## src/rtl/wb_stage_pkg.sv

```systemverilog
// Shared TinyCPU writeback definitions.
// Load-op encodings, datapath defaults and the MEM->WB bundle field order.
package wb_stage_pkg;

  localparam int XLEN_D = 32;
  localparam int RA_W_D = 5;

  typedef enum logic [2:0] {
    LD_LB  = 3'd0,
    LD_LH  = 3'd1,
    LD_LW  = 3'd2,
    LD_LBU = 3'd4,
    LD_LHU = 3'd5
  } ld_op_e;

  // Field order the MEM stage uses when packing the WB inputs.
  typedef struct packed {
    logic [XLEN_D-1:0] pc;
    logic              wen;
    logic [RA_W_D-1:0] wdest;
    logic [XLEN_D-1:0] result;
    logic              ld;
    logic [2:0]        ld_op;
    logic [1:0]        ld_off;
  } mem2wb_t;

endpackage

```

## src/rtl/wb_load_align.sv

```systemverilog
// Load-data extraction: byte/half/word select with sign or zero extension.
// Ports: word (raw memory word), ld_op, ld_off -> data (extracted value).
module wb_load_align
  import wb_stage_pkg::*;
#(
  parameter int XLEN = 32
) (
  input  logic [XLEN-1:0] word,
  input  logic [2:0]      ld_op,
  input  logic [1:0]      ld_off,
  output logic [XLEN-1:0] data
);

  logic [7:0]  b;
  logic [15:0] h;

  always_comb begin
    b = 8'(word >> {ld_off, 3'b000});
    h = ld_off[1] ? word[16 +: 16] : word[15:0];
    data = word;
    case (ld_op)
      LD_LB:   data = {{(XLEN-8){b[7]}}, b};
      LD_LBU:  data = {{(XLEN-8){1'b0}}, b};
      LD_LH:   data = {{(XLEN-16){h[15]}}, h};
      LD_LHU:  data = {{(XLEN-16){1'b0}}, h};
      default: data = word;
    endcase
  end

endmodule

```

## src/rtl/wb_stage.sv

```systemverilog
// TinyCPU writeback stage: payload register, RF write, hazard dest, instret.
// Ports: MEM handshake/payload in, hold/flush, RF write, wb_dest, retire/trace.
module wb_stage
  import wb_stage_pkg::*;
#(
  parameter int XLEN              = 32,
  parameter int RA_W              = 5,
  parameter int CNT_W             = 64,
  parameter bit ZERO_REG_SUPPRESS = 1'b1
) (
  input  logic             clk_i,
  input  logic             rst_i,
  input  logic             in_valid_i,
  output logic             in_ready_o,
  input  logic [XLEN-1:0]  in_pc_i,
  input  logic             in_wen_i,
  input  logic [RA_W-1:0]  in_wdest_i,
  input  logic [XLEN-1:0]  in_result_i,
  input  logic             in_ld_i,
  input  logic [2:0]       in_ld_op_i,
  input  logic [1:0]       in_ld_off_i,
  input  logic             hold_i,
  input  logic             flush_i,
  output logic             rf_wen_o,
  output logic [RA_W-1:0]  rf_wdest_o,
  output logic [XLEN-1:0]  rf_wdata_o,
  output logic [RA_W-1:0]  wb_dest_o,
  output logic             retire_o,
  output logic [XLEN-1:0]  retire_pc_o,
  output logic [CNT_W-1:0] instret_o
);

  logic             valid_q;
  logic             wen_q;
  logic [RA_W-1:0]  wdest_q;
  logic [XLEN-1:0]  data_q;
  logic [XLEN-1:0]  pc_q;
  logic [CNT_W-1:0] instret_q;
  logic [XLEN-1:0]  ld_data;
  logic             accept;
  logic             dest_zero;

  wb_load_align #(.XLEN(XLEN)) u_align (
    .word   (in_result_i),
    .ld_op  (in_ld_op_i),
    .ld_off (in_ld_off_i),
    .data   (ld_data)
  );

  assign dest_zero  = (wdest_q == '0);
  assign in_ready_o = !valid_q || !hold_i;
  assign accept     = in_valid_i && in_ready_o && !flush_i;
  assign retire_o   = valid_q && !hold_i && !flush_i;
  assign rf_wen_o   = retire_o && wen_q
                   && !(ZERO_REG_SUPPRESS && dest_zero);
  assign rf_wdest_o  = wdest_q;
  assign rf_wdata_o  = data_q;
  assign retire_pc_o = pc_q;
  assign instret_o   = instret_q;
  assign wb_dest_o   = (valid_q && wen_q && !dest_zero)
                     ? wdest_q : '0;

  always_ff @(posedge clk_i) begin
    if (rst_i) begin
      valid_q   <= 1'b0;
      wen_q     <= 1'b0;
      wdest_q   <= '0;
      data_q    <= '0;
      pc_q      <= '0;
      instret_q <= '0;
    end else begin
      if (flush_i) begin
        valid_q <= 1'b0;
      end else if (accept) begin
        valid_q <= 1'b1;
        wen_q   <= in_wen_i;
        wdest_q <= in_wdest_i;
        data_q  <= in_ld_i ? ld_data : in_result_i;
        pc_q    <= in_pc_i;
      end else if (retire_o) begin
        valid_q <= 1'b0;
      end
      if (retire_o) begin
        instret_q <= instret_q + CNT_W'(1);
      end
    end
  end

endmodule

```

## config.mk

```make
export PLATFORM = sky130hd
export DESIGN_NAME = wb_stage
export DESIGN_NICKNAME = d
export VERILOG_FILES = /design/src/rtl/wb_stage_pkg.sv /design/src/rtl/wb_load_align.sv /design/src/rtl/wb_stage.sv
export SDC_FILE = /design/constraint.sdc
export NUM_CORES = 1
export LEC_CHECK = 0
export ABC_AREA = 1
export ABC_CLOCK_PERIOD_IN_PS = 1500
export BUFFER_PORTS_ARGS = -buffer_cell sky130_fd_sc_hd__clkbuf_2
export CAP_MARGIN = 10
export CORE_MARGIN = 1
export CORE_UTILIZATION = 45
export CTS_BUF_LIST = sky130_fd_sc_hd__clkbuf_4 sky130_fd_sc_hd__clkbuf_8
export CTS_CLUSTER_SIZE = 24
export DETAILED_ROUTE_END_ITERATION = 6
export GPL_TIMING_DRIVEN = 0
export HOLD_SLACK_MARGIN = 0.05
export PLACE_DENSITY_LB_ADDON = 0.08
export SYNTH_ARGS = -nofsm -noshare
export SYNTH_HDL_FRONTEND = slang
export SYNTH_HIERARCHICAL = 1
export SYNTH_SLANG_ARGS = --single-unit
```

## constraint.sdc

```tcl
create_clock -name clk_i -period 1.5 [get_ports clk_i]
set_clock_uncertainty 0.1 [all_clocks]
set_input_delay 0.375 -clock clk_i [delete_from_list [all_inputs] [get_ports clk_i]]
set_output_delay 0.375 -clock clk_i [all_outputs]
set_load 0.01 [all_outputs]
```

==> results of run 1 <==
layout make-up:
cell class                 count  area, sq um
buffer                        45          342
clock buffer                  17          234
clock inverter                14          140
fill                        1226         3960
inverter                     142          551
multi-input combinational    886         5220
sequential                   135         2920
tap                          216          270
timing repair buffer         333         2480
logic make-up after synthesis:
family,synth area share (%)
fa+ha+maj,0.167
xor+xnor,1.05
flops,36.0
compound gates,13.3
simple gates,39.7
buf+inv,9.91
flip-flops by register name, summed over array words and instances, names as in the netlist:
| register | flops |
|---|---|
| instret_o | 64 |
| retire_pc_o | 32 |
| rf_wdata_o | 32 |
| rf_wdest_o | 5 |
| valid_q | 1 |
| wen_q | 1 |
where the power goes:
part | internal (uW) | switching (uW)
Combinational | 680 | 806
Clock | 1340 | 1670
Sequential | 3640 | 101
Total | 5660 | 2580
worst max-delay path, stage by stage, from the launching register on:
cell,delay (ps)
dfxtp_2,330
nor3_2,170
and2_4,170
inv_2,30
nand3_2,60
inv_2,60
nand2_1,70
inv_1,40
clkbuf_2,120
layer usage:
metal | wire length [um] | vias to the layer above
li1 | - | 4567
met1 | 11600 | 4374
met2 | 15100 | 442
met3 | 2130 | 108
met4 | 1190 | 2
met5 | 11 | -
Yosys cell counts (all sizes together):
library cell and count:
o21a 2, a21oi 96, dfxtp 135, inv 142
nand4 22, nand2 249, nor3 15, nand3 95
nand3b 2, o21bai 2, buf 17, nor2 288
xnor2 3, clkbuf 29, or2 3, nor3b 1
o211ai 2, o21ai 94, xor2 6, ha 1
and2 4
cells in the final DEF, fill, tap and decap left out, drive strengths merged, types with 4 or more instances in the layout:
master	instances
nor2	289
nand2	249
clkbuf	247
inv	149
dfxtp	135
buf	111
a21oi	96
nand3	95
o21ai	94
dlygate4sd3	37
nand4	22
nor3	15
xor2	6
and2	4
timing repair:
item / in CTS / in global routing
gates resized for setup: 226 / 392
buffers inserted: 37 / 38
hold endpoints to repair: 37 / 0
hold buffers: 37 / 0
pin swaps: 51 / 101
endpoints found under the setup margin: 181 / 182
gates cloned: 1 / 7
how the worst max path moves through the flow:
stage / start / end / slack, ps / cells past startpoint
after floorplan: instret_o[33]$_SDFFE_PP0P_ / instret_o[59]$_SDFFE_PP0P_ / 1 / 7
after global placement: rst_i / instret_o[43]$_SDFFE_PP0P_ / -580 / 6
after detailed placement: rst_i / retire_pc_o[30]$_SDFFE_PP0P_ / -600 / 6
after CTS: valid_q$_SDFFE_PP0P_ / rf_wen_o / -530 / 6
after global routing: rf_wdest_o[4]$_SDFFE_PP0P_ / wb_dest_o[1] / -590 / 8
final: rf_wdest_o[1]$_SDFFE_PP0P_ / wb_dest_o[4] / -480 / 8
through the flow:
stage | total power [uW] | setup TNS, ps | util, %
floorplan | 4430 | 0 | -
global placement | 4860 | -52120 | 55.7
detailed placement | 4870 | -52890 | 55.7
CTS | 7960 | -17450 | 66.3
global route | 8560 | -42020 | 75.5
finish | 8240 | -32620 | 75.5
==> results.py, run 1 <==
metrics = {
    "status": {
        "status": "finished, violations left",
        "violations": "DRC, setup timing",
    },
    "setup_path": {
        "critPathKind": "register to output port",
        "arrival_ps": 1510,
        "r2r_slack_ps": -390,
        "worst-path-max-fanout": 4,
        "endpoint_kind": "output port",
        "timing.rr.start": "valid_q$_SDFFE_PP0P_",
        "cp.required_ps": 1020,
        "r2r_cells": 14,
        "critPathLaunchType": "register",
        "reg2reg_to": "instret_o[21]$_SDFFE_PP0P_",
    },
    "final_layout": {
        "area_delta_synth_final_pct": 61.8,
        "final_cells": 1788,
        "fin_nets": 1642,
        "layout-drive-gt1-share_pct": 45.0,
        "stdcell_area_sq_mm": 0.0122,
        "num_antenna_cells": 0,
    },
    "grt": {
        "met3_usage_pct": 7.41,
        "grt-ovfl-total": 0,
        "grt_use_met1_pct": 35.8,
        "grt_pass1_wl_mm": 42.3,
        "grt_use_total_pct": 30.6,
        "use_met2_pct": 53.5,
        "busiest_layer": "met2",
        "grt_start_max_net_pins": 17,
        "grt_pass1_vias": 8483,
        "antenna_found_initial": 1,
    },
    "placed_design": {
        "post-place-ws_ps": -602,
        "placed_cells": 1644,
        "portBuffers": 220,
        "gp_congestion": 0.931,
        "placed_cell_area_sq_mm": 0.00898,
        "dp_hpwl_mm": 18.7,
    },
    "floorplanning": {
        "die_x_um": 131,
        "fp-row-count": 46,
        "core_sq_mm": 0.0161,
        "io_pins": 222,
        "fp.dieArea_sq_mm": 0.0172,
        "die_height_um": 131,
        "initial_core_util_pct": 46.6,
    },
    "yosys": {
        "synth_area_sq_mm": 0.00751,
        "synth-seq-cells": 135,
        "syn_avg_cell_area_sq_um": 6.22,
        "synth_cell_type_count": 34,
        "synth_cells": 1208,
        "synth_fp_nets": 1290,
        "synth_warnings": 6,
        "yosysTopAreaCell": "dfxtp_1",
        "synth_top_cell_area_share_pct": 36.0,
        "yosysSeqAreaShare_pct": 36.0,
        "synth_area_leaders": "dfxtp_1 (36%), nor2_1 (14%), nand2_1 (12%), inv_1 (7.0%), a21oi_1 (6.4%)",
    },
    "route": {
        "vias_per_cell": 5.31,
        "ant_nets": 0,
        "drt_iter0_drc": 776,
        "wl_per_cell_um": 16.8,
        "routed_wl_mm": 30.0,
        "firstDrtPassIters": 7,
        "drc": 1,
        "vias": 9493,
    },
    "clocking": {
        "cts_buffer_depth": 2,
        "clock_sinks": 135,
        "clock_latency_ps": 460,
        "cts_tree": "yes",
        "ctsRootBufferMaster": "clkbuf_8",
        "cts_made_buffers": 17,
        "cts_htree_levels": 4,
        "path_clk_slew_ps": 90,
    },
    "min_path": {
        "hold_end": "retire_pc_o[0]$_SDFFE_PP0P_",
        "min_delay_path_depth": 3,
        "hold_class": "input pin to register",
        "min_from": "in_pc_i[0]",
    },
    "timing": {
        "setup_viol_count_final": 142,
        "worst_pin_slew_ps": 898,
        "fin_crit_ps": 1980,
        "rsz0062_at_grt": "true",
        "slew_viol_final": 0,
        "fin_hold_ws_ps": 85.3,
        "fin_ws_ps": -485,
        "final.period_utilization_pct": 132,
        "fmax_ghz": 0.504,
        "slew_headroom_pct": 40.1,
        "hold_viol_final": 0,
    },
    "power_and_ir_drop": {
        "leakagePower_uw": 0.00551,
        "ir_drop_uv": 608,
        "power.density_mw_per_mm2": 678,
    },
    "flow_run": {
        "max_cap_viol_count": 0,
    },
}
(Power assumes the default switching activity.)
==> run 2: changes to the inputs <==
Settings changed: CELL_PAD_IN_SITES_DETAIL_PLACEMENT set to 1, CELL_PAD_IN_SITES_GLOBAL_PLACEMENT set to 2, CORE_UTILIZATION 45 to 25.
==> run 2 against run 1 <==
Compared with the run above:
- the flow finishes with violations (setup timing)
- via count shrank 3.1%
- hold slack gained 130 ps
- routed wire length grew 15%
- sequential share of layout area shrank 1.1 points
- worst setup slack lost 54 ps
- first-iteration DRC count shrank 59%
==> results.py, run 2 (synthesized netlist as in run 1, its figures left out) <==
metrics = {
    "setup_path": {
        "crit_buf_inv": 4,
        "critical-path-top-delay-family": "simple AND/OR/NAND/NOR gates",
        "worst-path-max-fanout": 4,
        "cp_common_cell": "inv_2",
        "path_cells": "nor3_4 > and2_4 > inv_2 > nand3_2 > inv_2 > nand2_1 > inv_1 > buf_6",
        "reg2reg_to": "instret_o[59]$_SDFFE_PP0P_",
        "cp.required_ps": 1020,
        "slowest_delay_ps": 380,
        "critPathKind": "register to output port",
        "slowest_stage": "dfxtp_4",
        "critPathLaunchType": "register",
        "r2r_slack_ps": -490,
        "r2r_cells": 12,
        "endpoint_kind": "output port",
        "arrival_ps": 1560,
        "timing.rr.start": "valid_q$_SDFFE_PP0P_",
    },
    "route": {
        "ant_nets": 0,
        "drc": 0,
        "vias": 9194,
        "drt_iter0_drc": 322,
        "routed_wl_mm": 34.4,
        "vias_per_cell": 4.62,
        "firstDrtPassIters": 4,
        "wl_per_cell_um": 17.3,
    },
    "final_layout": {
        "final_cells": 1990,
        "area_delta_synth_final_pct": 71.9,
        "largest_register_ffs": 64,
        "stdcell_area_sq_mm": 0.0129,
        "fin_nets": 1669,
        "layout_commonest_cell": "nand2_1",
        "num_antenna_cells": 0,
        "layout-drive-gt1-share_pct": 47.4,
        "final_cell_mix": "nand2_1 (201), clkbuf_2 (192), nor2_1 (190)",
        "finalCoreUtilization_pct": 43.6,
    },
    "grt": {
        "grt_use_met1_pct": 25.8,
        "grt_pass1_wl_mm": 51.3,
        "grt_pass1_vias": 9301,
        "grt_start_max_net_pins": 19,
        "use_met2_pct": 38.8,
        "busiest_layer": "met2",
        "grt_use_total_pct": 21.6,
        "grt-ovfl-total": 0,
        "met3_usage_pct": 4.68,
        "antenna_found_initial": 1,
    },
    "placed_design": {
        "post-place-ws_ps": -802,
        "portBuffers": 220,
        "gp_congestion": 0.818,
        "placed_cell_area_sq_mm": 0.00920,
        "dp_hpwl_mm": 24.3,
        "placed_cells": 1818,
    },
    "clocking": {
        "clock_sinks": 135,
        "cts_htree_levels": 4,
        "cts_buffer_depth": 2,
        "path_clk_slew_ps": 120,
        "cts_made_buffers": 17,
        "cts_tree": "yes",
        "ctsRootBufferMaster": "clkbuf_8",
        "clock_latency_ps": 460,
    },
    "min_path": {
        "min_from": "flush_i",
        "hold_class": "input pin to register",
        "hold_end": "valid_q$_SDFFE_PP0P_",
        "min_delay_path_depth": 4,
    },
    "floorplanning": {
        "io_pins": 222,
        "die_x_um": 175,
        "die_height_um": 175,
        "fp-row-count": 63,
        "fp.dieArea_sq_mm": 0.0308,
        "core_sq_mm": 0.0296,
        "initial_core_util_pct": 25.4,
    },
    "status": {
        "status": "finished, violations left",
        "violations": "setup timing",
    },
    "timing": {
        "setup_viol_count_final": 145,
        "rsz0062_at_grt": "true",
        "slew_headroom_pct": 35.1,
        "fin_ws_ps": -538,
        "hold_viol_final": 0,
        "final.period_utilization_pct": 136,
        "fmax_ghz": 0.491,
        "fin_crit_ps": 2040,
        "worst_pin_slew_ps": 974,
        "slew_viol_final": 0,
    },
    "flow_run": {
        "max_cap_viol_count": 0,
    },
    "power_and_ir_drop": {
        "leakagePower_uw": 0.00565,
        "ir_drop_uv": 405,
        "power.density_mw_per_mm2": 668,
        "total_power_uw": 8630,
    },
}
==> run 2: changes by cell type in the layout (fill, tap and decap cells not counted), sizes merged <==
cell,delta
bufinv,-1
clkinvlp,-3
inv,+1
dlygate4sd3,+2
buf,+44
clkinv,+4
clkbuf,-19
==> run 2: layout make-up <==
type	instances	area [sq um]
flip-flops and latches	135	2950
well taps	390	488
plain buffers	45	383
clock inverters	15	194
fillers	3680	16700
inverters	142	553
repair buffers	360	2760
multi-input cells	886	5350
clock buffers	17	234
==> run 2: through the flow <==
step                      hold WS [ps]  setup TNS [ps]
final                              210          -37650
after global routing               235          -51950
after CTS                          205          -27130
after detailed placement           376          -73450
after global placement             373          -71080
after floorplan                    368               0
==> run 2: worst max-delay path by stage <==
stage,end,from,cells past startpoint
floorplan,instret_o[59]$_SDFFE_PP0P_,instret_o[33]$_SDFFE_PP0P_,7
global placement,retire_pc_o[30]$_SDFFE_PP0P_,rst_i,6
detailed placement,retire_pc_o[29]$_SDFFE_PP0P_,rst_i,6
CTS,rf_wen_o,valid_q$_SDFFE_PP0P_,6
global route,wb_dest_o[2],rf_wdest_o[3]$_SDFFE_PP0P_,8
finish,wb_dest_o[2],rf_wdest_o[3]$_SDFFE_PP0P_,8
==> run 2: worst min-delay path, delay by kind of cell <==
| kind | cells | cell delay, ps |
|---|---|---|
| AOI/OAI and AO/OA | 1 | 70 |
| buffers and inverters | 2 | 230 |
| and+or+nand+nor | 1 | 70 |
==> run 2: what timing repair did <==
item | CTS | global route
buffers inserted | 56 | 52
pin swaps | 62 | 80
gates resized for setup | 329 | 387
cloned | 6 | 4
hold buffers | 39 | 0
hold endpoints to repair | 39 | 0
endpoints found under the setup margin | 193 | 207
==> run 2: routing by layer <==
| layer | wire, um | share of wire [%] |
|---|---|---|
| met4 | 460 | 1.3 |
| met5 | 13 | 0.038 |
| met1 | 14600 | 43 |
| met3 | 1370 | 4.0 |
| met2 | 17900 | 52 |
==> run 2: power by group <==
group          leakage [uW]  internal (uW)  switching [uW]
logic               0.00428            711             853
registers           0.00116           3610            99.2
clock network      0.000213           1310            2040
total               0.00565           5640            2990
